<file path="config.mk">
export PLATFORM = sky130hd
export DESIGN_NAME = pixel_coord_generator
export DESIGN_NICKNAME = d
export VERILOG_FILES = /design/src/rtl/pixel_coord_generator.sv
export SDC_FILE = /design/constraint.sdc
export NUM_CORES = 1
export LEC_CHECK = 0
export ABC_AREA = 0
export BUFFER_PORTS_ARGS = -buffer_cell sky130_fd_sc_hd__buf_2
export CORE_MARGIN = 10
export CORE_UTILIZATION = 55
export DETAILED_ROUTE_END_ITERATION = 8
export PLACE_DENSITY_LB_ADDON = 0.25
export SYNTH_ARGS = -nofsm -noshare
export SYNTH_HDL_FRONTEND = slang
export SYNTH_SLANG_ARGS = --single-unit
</file>
<file path="constraint.sdc">
create_clock -name clk -period 6.3 [get_ports clk]
set_clock_uncertainty 0.05 [all_clocks]
set_input_delay 1.26 -clock clk [delete_from_list [all_inputs] [get_ports clk]]
set_output_delay 1.26 -clock clk [all_outputs]
set_load 0.05 [all_outputs]
</file>
<file path="src/rtl/pixel_coord_generator.sv">
// Raster-scan pixel coordinate source for the ray generator.
// Issue is throttled by a credit counter, because the consumer cannot stall us;
// downstream returns one pixel_done per completed pixel to release a credit.
`ifndef SCREEN_WIDTH
`define SCREEN_WIDTH 640
`endif
`ifndef SCREEN_HEIGHT
`define SCREEN_HEIGHT 480
`endif

module pixel_coord_generator #(
  parameter int SCREEN_WIDTH  = `SCREEN_WIDTH,
  parameter int SCREEN_HEIGHT = `SCREEN_HEIGHT,
  parameter int MAX_IN_FLIGHT = 16
) (
  input  logic        clk,
  input  logic        rst,
  input  logic        start,
  input  logic        pixel_done,
  output logic [31:0] screen_x,
  output logic [31:0] screen_y,
  output logic        coords_valid,
  output logic        sof,
  output logic        eol,
  output logic        busy,
  output logic        frame_done,
  output logic        err_underflow
);

  localparam int XW = (SCREEN_WIDTH  > 1) ? $clog2(SCREEN_WIDTH)  : 1;
  localparam int YW = (SCREEN_HEIGHT > 1) ? $clog2(SCREEN_HEIGHT) : 1;
  localparam int OW = $clog2(MAX_IN_FLIGHT + 1);

  typedef enum logic [1:0] {S_IDLE, S_RUN, S_DRAIN} state_t;

  state_t        state_q, state_d;
  logic [XW-1:0] x_q, x_d;
  logic [YW-1:0] y_q, y_d;
  logic [OW-1:0] outs_q, outs_d;
  logic [31:0]   sx_q, sx_d, sy_q, sy_d;
  logic          valid_q, valid_d, sof_q, sof_d, eol_q, eol_d;
  logic          busy_q, busy_d, fd_q, fd_d, err_q, err_d;
  logic          issue, x_last, y_last;

  // Next-state: issue decision, raster counters, credit accounting and FSM.
  always_comb begin
    state_d = state_q;
    x_d     = x_q;
    y_d     = y_q;
    outs_d  = outs_q;
    sx_d    = sx_q;
    sy_d    = sy_q;
    valid_d = 1'b0;
    sof_d   = 1'b0;
    eol_d   = 1'b0;
    fd_d    = 1'b0;
    err_d   = err_q;

    // Registered credit count only: a same-cycle pixel_done does not free a slot.
    issue  = (state_q == S_RUN) && (outs_q < OW'(MAX_IN_FLIGHT));
    x_last = (x_q == XW'(SCREEN_WIDTH - 1));
    y_last = (y_q == YW'(SCREEN_HEIGHT - 1));

    if (issue) begin
      valid_d = 1'b1;
      sx_d    = 32'(x_q);
      sy_d    = 32'(y_q);
      sof_d   = (x_q == '0) && (y_q == '0);
      eol_d   = x_last;
      if (x_last) begin
        x_d = '0;
        y_d = y_last ? '0 : y_q + YW'(1);
      end else begin
        x_d = x_q + XW'(1);
      end
    end

    // Issue and return in the same cycle cancel; a return with nothing out is an error.
    case ({issue, pixel_done})
      2'b10:   outs_d = outs_q + OW'(1);
      2'b01: begin
        if (outs_q != '0) outs_d = outs_q - OW'(1);
        else              err_d  = 1'b1;
      end
      default: ;
    endcase

    case (state_q)
      S_IDLE: begin
        if (start) begin
          state_d = S_RUN;
          x_d     = '0;
          y_d     = '0;
        end
      end
      S_RUN: begin
        if (issue && x_last && y_last) state_d = S_DRAIN;
      end
      S_DRAIN: begin
        if (outs_d == '0) begin
          state_d = S_IDLE;
          fd_d    = 1'b1;
        end
      end
      default: state_d = S_IDLE;
    endcase

    busy_d = (state_d != S_IDLE);
  end

  // State and output registers; synchronous active-low reset abandons any frame.
  always_ff @(posedge clk) begin
    if (!rst) begin
      state_q <= S_IDLE;
      x_q     <= '0;
      y_q     <= '0;
      outs_q  <= '0;
      sx_q    <= '0;
      sy_q    <= '0;
      valid_q <= 1'b0;
      sof_q   <= 1'b0;
      eol_q   <= 1'b0;
      busy_q  <= 1'b0;
      fd_q    <= 1'b0;
      err_q   <= 1'b0;
    end else begin
      state_q <= state_d;
      x_q     <= x_d;
      y_q     <= y_d;
      outs_q  <= outs_d;
      sx_q    <= sx_d;
      sy_q    <= sy_d;
      valid_q <= valid_d;
      sof_q   <= sof_d;
      eol_q   <= eol_d;
      busy_q  <= busy_d;
      fd_q    <= fd_d;
      err_q   <= err_d;
    end
  end

  assign screen_x      = sx_q;
  assign screen_y      = sy_q;
  assign coords_valid  = valid_q;
  assign sof           = sof_q;
  assign eol           = eol_q;
  assign busy          = busy_q;
  assign frame_done    = fd_q;
  assign err_underflow = err_q;

endmodule
</file>
### After elaboration in Yosys (flattened, before gate mapping)

Index checks and enable logic that the tools add are counted.

* add/subtract/negate cells: 4
* $mul: 0
* div/mod/pow operators: 0
* $lt $le $gt $ge: 1
* equality and inequality tests: 6
* shifts and indexed selects: 0
* muxes and demuxes: 17
* bitwise gates (word level): 1
* reduce and logical (&&, ||, !) cells: 13

Operator list (count)
* 9-bit two-way mux: 5
* 10-bit two-way mux: 4
* 10-bit by 1-bit adder with 10-bit output, second input constant: 1
* 10-bit equality test, second input constant: 1
* 10-bit logical NOT: 1
* 5-bit case mux with 2 select lines: 1
* 9-bit by 1-bit adder with 9-bit output, second input constant: 1
* 9-bit equality test, second input constant: 1
* 9-bit logical NOT: 1
* 2-bit two-way mux: 3
* 2-bit case mux with 3 select lines: 1
* 2-bit AND reduction: 3
* 5-bit by 1-bit adder with 5-bit output, second input constant: 1
* 5-bit logical NOT: 1
* 5-bit less-than comparator, second input constant: 1
* 5-bit two-way mux: 1
* 5-bit nonzero test: 1
* 5-bit by 1-bit subtractor with 5-bit output, second input constant: 1
* 2-bit by 1-bit equality test with 1-bit output, second input constant: 2
* 2-bit equality test, second input constant: 2
* 1-bit logical AND: 4
* 2-bit logical NOT: 1
* 1-bit two-way mux: 2
* 2-bit nonzero test: 1
* 1-bit inverter: 1

* register bits: 51
* latch bits: 0
* memory bits (writable): 0
* memory bits (read-only): 0
* bits of input ports: 4
* logic and storage cells: 54
* memories: 0

### Logic depth before layout (Yosys ltp)

Gate-level depths: netlist (run 1).

* depth in word-level cells: 8
* gate-level depth with buffers: 12

### Worst setup path before layout (run 1)

No wires, ideal clock.

* kind: register -> register
* from: reg outs_q[4]
* to: reg fd_q, in the netlist frame_done
* setup time: 0.061 ns
* arrival time: 2.858 ns
* required time: 6.189 ns
* setup slack: 3.332 ns
* cell stages (with the launch flop): 13
* buffers on the path: 4
* clock period less this slack: 2.968 ns
* path through: dfxtp_1 > buf_6 > or3b_1 > buf_6 > inv_1 > buf_1 > ha_1 > clkbuf_1 > a21oi_1 > a21oi_1 > a311o_1 > nor4b_1 > and3_1

* word-level cells in the longest chain between the ends: 6

RTL lines
* start, declared: line 39 `logic [OW-1:0] outs_q, outs_d;`
* start signal, assigned: line 130 `outs_q <= outs_d;`
* 5-bit less-than comparator (*): line 60 `issue = (state_q == S_RUN) && (outs_q < OW'(MAX_IN_FLIGHT));`
* 1-bit logical AND (*): line 60
* net issue: line 43 `logic issue, x_last, y_last;`
* 2-bit by 1-bit equality test with 1-bit output or 2-bit equality test (tied branches): line 79 `case ({issue, pixel_done})`
* 5-bit case mux with 2 select lines (*): line 79
* 5-bit logical NOT (*): line 100 `if (outs_d == '0) begin`
* 1-bit two-way mux (*): line 100
* end signal, assigned: line 124 `fd_q <= 1'b0;`
* end signal, assigned: line 137 `fd_q <= fd_d;`
* end, declared: line 42 `logic busy_q, busy_d, fd_q, fd_d, err_q, err_d;`

The timed path passes the listed nets; every way through them passes the cells marked *.
A chain may end at the register's enable or synchronous reset.

### Worst setup path after layout (run 1)

* from: reg outs_q[4]
* to: reg busy_q, in the netlist busy

* word-level cells in the longest chain between the ends: 8

RTL lines
* 5-bit less-than comparator: line 60
* 1-bit logical AND: line 60
* 2-bit by 1-bit equality test with 1-bit output or 2-bit equality test (tied branches): line 79
* 5-bit case mux with 2 select lines: line 79
* 5-bit logical NOT: line 100
* 2-bit two-way mux: line 100
* 2-bit case mux with 3 select lines (*): line 88 `case (state_q)`
* 2-bit nonzero test (*): line 108 `busy_d = (state_d != S_IDLE);`
* end signal, assigned: line 136 `busy_q <= busy_d;`
* end, declared: line 42

Mark *: on every way between the ends. The rest lies on a longest branch, timed or not.

==> summary.md, run 1 <==
| Metric | Value |
|---|---|
| Status | finished clean |
| CTS Sinks | 51 |
| Clock transition at the registers of the reported paths | 0.10 ns |
| Stages on the worst setup path | 9 |
| Final hold vios | 0 |
| Arr. time, crit path | 3.60 ns |
| Setup Total Neg Slack | 0 ns |
| Cell Pwr Density | 253 nW/um^2 |
| Max-Cap Viols | 0 |
| Mapped Cells | 323 |
| Worst Reg-to-Reg Cells | 9 |
| P_int | 0.479 mW |
| Peak VDD IR | 0.000133 V |
| Reg power frac | 0.476 |
| Routed len/inst | 13.3 um |
| Largest net degree at the start of global routing | 29 |
| Via/cell ratio | 5.09 |
| Worst-Margin Slew | 0.689 ns |
| Area Overhead vs Synth | 3.92% |
| First-pass GRT wire length | 8700 um |
| N_diodes | 0 |
| Max transition margin | 0.534 |
| Top delay family on crit path | simple AND/OR/NAND/NOR gates |
| Top_reg_cell synth | dfxtp_1 |
| CP max FO | 28 |
| Worst hold path class | reg -> reg |
| H-tree depth | 2 |
| Critical R2R Launch | outs_q[4]$_SDFF_PN0_ |
| Placed instance area | 2630 sq um |
| Crit path buf inv count | 2 |
| Synthesis-stage register bit count | 51 |
| Clock share of power | 0.346 |
| DR vias | 2043 |
| Initial antenna violation count | 0 |
| Final Core Density | 0.587 |
| Reg area | 1020 sq um |
| Inserted Clock Buffers | 5 |
| RSZ-0062 raised after global routing | no |
| Initial Util | 0.565 |
| Critical-path cell list | or3b_1 -> buf_4 -> inv_1 -> ha_1 -> nor2b_1 -> nor3b_1 -> a311o_1 -> nor4b_1 -> a31oi_1 |
| Logic pwr share | 0.178 |
| Post-synthesis sequential area ratio | 0.385 |
| Nets | 358 |
| Die footprint | 8000 sq um |
| Average size of a mapped cell | 8.20 sq um |
| Sw frac | 0.313 |
| Synth warn | 0 |
| Area contributors post-synth | dfxtp_1, buf_4, nand2_1, a21oi_1, xor2_1 |
| WL final | 5350 um |
| Final min period | 3.48 ns |
| Number of flops mapped to enable cells by yosys | 0 |
| Startpoint Class | register |
| DRT Pass-1 Iters | 4 |
| Placer Congestion | 0.856 |
| Root buf cell | clkbuf_8 |
| All-Layer GR Usage | 0.135 |
| Worst path slowest cell | inv_1 |
| Reg2reg end | busy$_SDFF_PN0_ |
| Finished Cell Area | 2750 sq um |
| Clk Latency, worst-skew pair | 0.31 ns |
| Die Ht | 89.4 um |
| Fillcell total | 453 |
| NetSw | 0.218 mW |
| Final worst path period share | 0.553 |
| Top cell type's share of synthesized area | 0.385 |
| FMAX | 287 MHz |
| I/O pins | 74 |
| Initial DRC count | 114 |
| Multi-input gate area | 1350 sq um |
| DP HPWL | 3980 um |
| Antenna Nets Post-Route | 0 |
| Crit path launch | outs_q[4]$_SDFF_PN0_ |
| Post-Syn Area | 2650 sq um |
| Hold-fix buffers, CTS | 0 |
| Req. time, crit path | 6.42 ns |
| Die Width | 89.4 um |
| Slew Limit Fails | 0 |
| Slowest Stage Delay on Critical Path | 0.55 ns |
| CTS tree | done |
| DRC violations left | 0 |
| Post_cts resized | 0 |
| Crit path capture | busy$_SDFF_PN0_ |
| Layout cells sized above 1 | 0.135 |
| CP Capture Type | register |
| Reg-to-reg slack, setup | 2.82 ns |
| CTS max path bufs | 2 |
| LEAKAGE | 1.17 nW |
| Vias in the first global route | 1943 |
| Ys async rst share | 0 |
| Number of cell rows | 25 |
| Finish-stage setup viols | 0 |
| I/O Buffers | 28 |
| Area of the core | 4690 sq um |
| Post-CTS Setup Inserts | 0 |
| Count of different cell masters after synthesis | 44 |
| WS Path Type | reg -> reg |
| Total global routing overflow | 0 |
| Synth area leader | dfxtp_1 |
-- cell usage after synthesis, types with 2 or more instances --
library cell,instances
xor2_1,12
o2111ai_1,2
and3_1,5
ha_1,8
o21ai_0,4
dfxtp_1,51
nand3_1,7
a31oi_1,3
inv_1,11
clkbuf_1,9
o211ai_1,2
xnor2_1,3
nor3_1,2
buf_6,2
nor3b_1,4
and2_1,5
o22ai_1,2
nand2_1,52
and4_1,2
nor4_1,5
nor2b_1,4
or2_2,4
nor4b_1,2
nand4_1,10
buf_4,45
a21oi_1,28
nor2_1,22
-- stage by stage --
stage	power (mW)	setup WS, ns	std cells	hold WS [ns]
after floorplan	0.471	3.33	367	0.408
after global placement	0.462	2.92	393	0.394
after detailed placement	0.463	2.78	393	0.396
after CTS	0.702	2.74	401	0.409
after global routing	0.723	2.44	401	0.426
final	0.697	2.82	401	0.407
-- flip-flops by register name, summed over array words and instances (netlist names) --
name	count
busy	1
sof	1
frame_done	1
outs_q	5
eol	1
err_underflow	1
screen_x	10
state_q	2
screen_y	9
y_q	9
x_q	10
coords_valid	1
-- worst min path at each step --
| stage | startpoint | cells past startpoint | endpoint |
|---|---|---|---|
| after floorplan | y_q[8]$_SDFF_PN0_ | 2 | screen_y[8]$_SDFFE_PN0P_ |
| after global placement | screen_x[2]$_SDFFE_PN0P_ | 2 | screen_x[2]$_SDFFE_PN0P_ |
| after detailed placement | screen_x[5]$_SDFFE_PN0P_ | 2 | screen_x[5]$_SDFFE_PN0P_ |
| after CTS | screen_x[5]$_SDFFE_PN0P_ | 2 | screen_x[5]$_SDFFE_PN0P_ |
| after global routing | screen_x[1]$_SDFFE_PN0P_ | 2 | screen_x[1]$_SDFFE_PN0P_ |
| final | screen_x[1]$_SDFFE_PN0P_ | 2 | screen_x[1]$_SDFFE_PN0P_ |
-- cells by family after synthesis --
family,synth area share
other,0.00142
multiplexers,0.00803
AO/OA/AOI/OAI,0.0921
buffers and inverters,0.167
XOR/XNOR,0.0496
AND/OR/NAND/NOR,0.259
flip-flops,0.385
adder cells (fa/ha/maj),0.0378
-- power groups by stage --
stage	Clock, mW	Sequential (mW)	Combinational (mW)
after floorplan	0	0.347	0.123
after CTS	0.246	0.332	0.123
after detailed placement	0	0.340	0.123
after global routing	0.256	0.333	0.134
after global placement	0	0.340	0.122
final	0.241	0.332	0.124
-- placed cells by master (no fill, tap or decap), types with 3 or more instances in the layout --
| cell | n |
|---|---|
| a21oi_1 | 28 |
| clkbuf_8 | 6 |
| nand2_1 | 52 |
| o21ai_0 | 4 |
| buf_2 | 28 |
| xnor2_1 | 3 |
| nor3b_1 | 4 |
| dfxtp_1 | 51 |
| and2_1 | 5 |
| nor2b_1 | 4 |
| a31oi_1 | 3 |
| ha_1 | 8 |
| nand3_1 | 7 |
| xor2_1 | 12 |
| nand4_1 | 10 |
| and3_1 | 5 |
| or2_2 | 4 |
| conb_1 | 45 |
| nor4_1 | 5 |
| inv_1 | 11 |
| nor2_1 | 22 |
-- layer usage --
layer  wire length, um  GRT usage
met5                 0          0
met1              2400      0.157
met2              2470      0.226
met3               395     0.0447
met4                82     0.0477
-- worst reg2reg max path: cells and delay by family (launching register included) --
kind                     cells  cell delay, ns
AO/OA/AOI/OAI                2            0.52
adder cells (fa/ha/maj)      1            0.41
buffers and inverters        2            0.80
flip-flops                   1            0.39
AND/OR/NAND/NOR              4            1.19
-- layout make-up --
| cell class | instances | area share |
|---|---|---|
| clock buffer | 6 | 0.0300 |
| clock inverter | 2 | 0.0141 |
| inverter | 12 | 0.0164 |
| multi-input combinational | 247 | 0.491 |
| sequential | 51 | 0.371 |
| tap | 54 | 0.0245 |
| timing repair buffer | 29 | 0.0536 |
Note: power is estimated with default switching activity, not from simulation.
==> run 2: changes to the inputs <==
--- a/config.mk
+++ b/config.mk
@@ -8,7 +8,7 @@
 export ABC_AREA = 0
 export BUFFER_PORTS_ARGS = -buffer_cell sky130_fd_sc_hd__buf_2
 export CORE_MARGIN = 10
-export CORE_UTILIZATION = 55
+export CORE_UTILIZATION = 47
 export DETAILED_ROUTE_END_ITERATION = 8
 export PLACE_DENSITY_LB_ADDON = 0.25
 export SYNTH_ARGS = -nofsm -noshare
==> constraint.sdc (replaced) <==
create_clock -name clk -period 2.9 [get_ports clk]
set_clock_uncertainty 0.05 [all_clocks]
set_input_delay 0.58 -clock clk [delete_from_list [all_inputs] [get_ports clk]]
set_output_delay 0.58 -clock clk [all_outputs]
set_load 0.05 [all_outputs]
==> summary.md, run 2 (same netlist as run 1, synthesis figures left out) <==
| Metric | Value |
|---|---|
| DRC violations left | 0 |
| First-pass GRT wire length | 9250 um |
| CTS tree | done |
| Setup Total Neg Slack | 0 ns |
| Hold Path Depth | 2 |
| Cell Pwr Density | 503 nW/um^2 |
| Slew Limit Fails | 0 |
| Design Power | 1.40 mW |
| Worst-Margin Slew | 0.601 ns |
| DP HPWL | 4200 um |
| Max transition margin | 0.595 |
| Nets | 362 |
| Worst Reg-to-Reg Cells | 8 |
| Met2 usage | 0.211 |
| All-Layer GR Usage | 0.123 |
| CP max FO | 11 |
| Max-Cap Viols | 0 |
| Final worst path period share | 0.887 |
| Die Width | 95.1 um |
| Placed instance area | 2690 sq um |
| Met3 usage | 0.0346 |
| Arr. time, crit path | 2.77 ns |
| CTS max path bufs | 2 |
| Via/cell ratio | 4.84 |
| Finished Cell Area | 2780 sq um |
| Clk Latency, worst-skew pair | 0.30 ns |
| DRT Pass-1 Iters | 4 |
| Req. time, crit path | 3.10 ns |
| Inserted Clock Buffers | 5 |
| Worst hold path class | reg -> reg |
| Routed len/inst | 13.2 um |
| Number of cell rows | 27 |
| WL final | 5600 um |
| LEAKAGE | 1.18 nW |
| Placer Congestion | 0.842 |
| Initial antenna violation count | 0 |
| Finish-stage setup viols | 0 |
| Initial DRC count | 98 |
| H-tree depth | 2 |
| N_diodes | 0 |
| Die Ht | 95.1 um |
| Final hold vios | 0 |
| Initial Util | 0.484 |
| Final min period | 2.57 ns |
| FMAX | 389 MHz |
| Largest net degree at the start of global routing | 26 |
| Post-CTS Setup Inserts | 0 |
| I/O pins | 74 |
| Antenna Nets Post-Route | 0 |
| Clock transition at the registers of the reported paths | 0.09 ns |
| Root buf cell | clkbuf_8 |
| Total global routing overflow | 0 |
| Status | finished clean |
| Area of the core | 5470 sq um |
| RSZ-0062 raised after global routing | no |
| Die footprint | 9040 sq um |
| Commonest non-fill, non-tap cell in the layout | nand2_1 |
| Peak VDD IR | 0.000198 V |
| WS Path Type | reg -> reg |
| Startpoint Class | register |
| Most used routing layer in global routing | met2 |
| Layout cells sized above 1 | 0.145 |
| CP Capture Type | register |
| Met1 Use GR | 0.147 |
| Most frequent cells in the layout | nand2_1, dfxtp_1, conb_1 |
| Vias in the first global route | 1953 |
| DR vias | 2049 |
| CTS Sinks | 51 |
| Area Overhead vs Synth | 4.72% |
| I/O Buffers | 28 |
[run 2: final cells by class]
cell class                 instances  area (sq um)
fill                             560          2700
multi-input combinational        247          1360
sequential                        51          1020
timing repair buffer              33           178
tap                               72          90.1
clock buffer                       7          76.3
inverter                          12          45.0
clock inverter                     1          5.00
[run 2: per-layer routing]
layer / vias up / share of wire
met5: - / 0
met4: 0 / 0.0098
met3: 6 / 0.063
met2: 38 / 0.49
met1: 955 / 0.44
li1: 1050 / -
[run 2: report_power, final]
| part | total, mW | internal [mW] | switching (mW) | leakage (nW) |
|---|---|---|---|---|
| Combinational | 0.279 | 0.0533 | 0.226 | 0.722 |
| Clock | 0.394 | 0.170 | 0.224 | 0.0422 |
| Sequential | 0.722 | 0.712 | 0.0109 | 0.412 |
[run 2: path summary, 6_finish.rpt]
path | startpoint | to | slack, ns
setup / recovery | state_q[0]$_SDFF_PN0_ | frame_done$_SDFF_PN0_ | 0.33
hold / removal | screen_x[4]$_SDFFE_PN0P_ | screen_x[4]$_SDFFE_PN0P_ | 0.41
setup reg to reg | state_q[0]$_SDFF_PN0_ | frame_done$_SDFF_PN0_ | 0.33
hold reg to reg | screen_x[4]$_SDFFE_PN0P_ | screen_x[4]$_SDFFE_PN0P_ | 0.41
[run 2: what timing repair did]
action                     in CTS  in global routing
setup endpoints to repair       0                  3
hold buffers                    0                  0
resized for setup               0                  2
[run 2: stage by stage]
step	hold slack, ns	instances	setup WS (ns)	utilization
after floorplan	0.408	367	0.0605	-
after global placement	0.390	415	0.172	0.491
after detailed placement	0.398	415	0.116	0.491
after CTS	0.410	423	0.0977	0.505
after global routing	0.428	423	0.134	0.507
final	0.407	423	0.329	0.507
[run 2: critical path: stages (launching register included)]
cell and delay (ns):
dfxtp_1 0.37, or3b_4 0.47, inv_1 0.10, ha_1 0.31, nor2b_1 0.12, nor3b_1 0.16, a311o_1 0.37, nor4b_2 0.37
and3_1 0.20
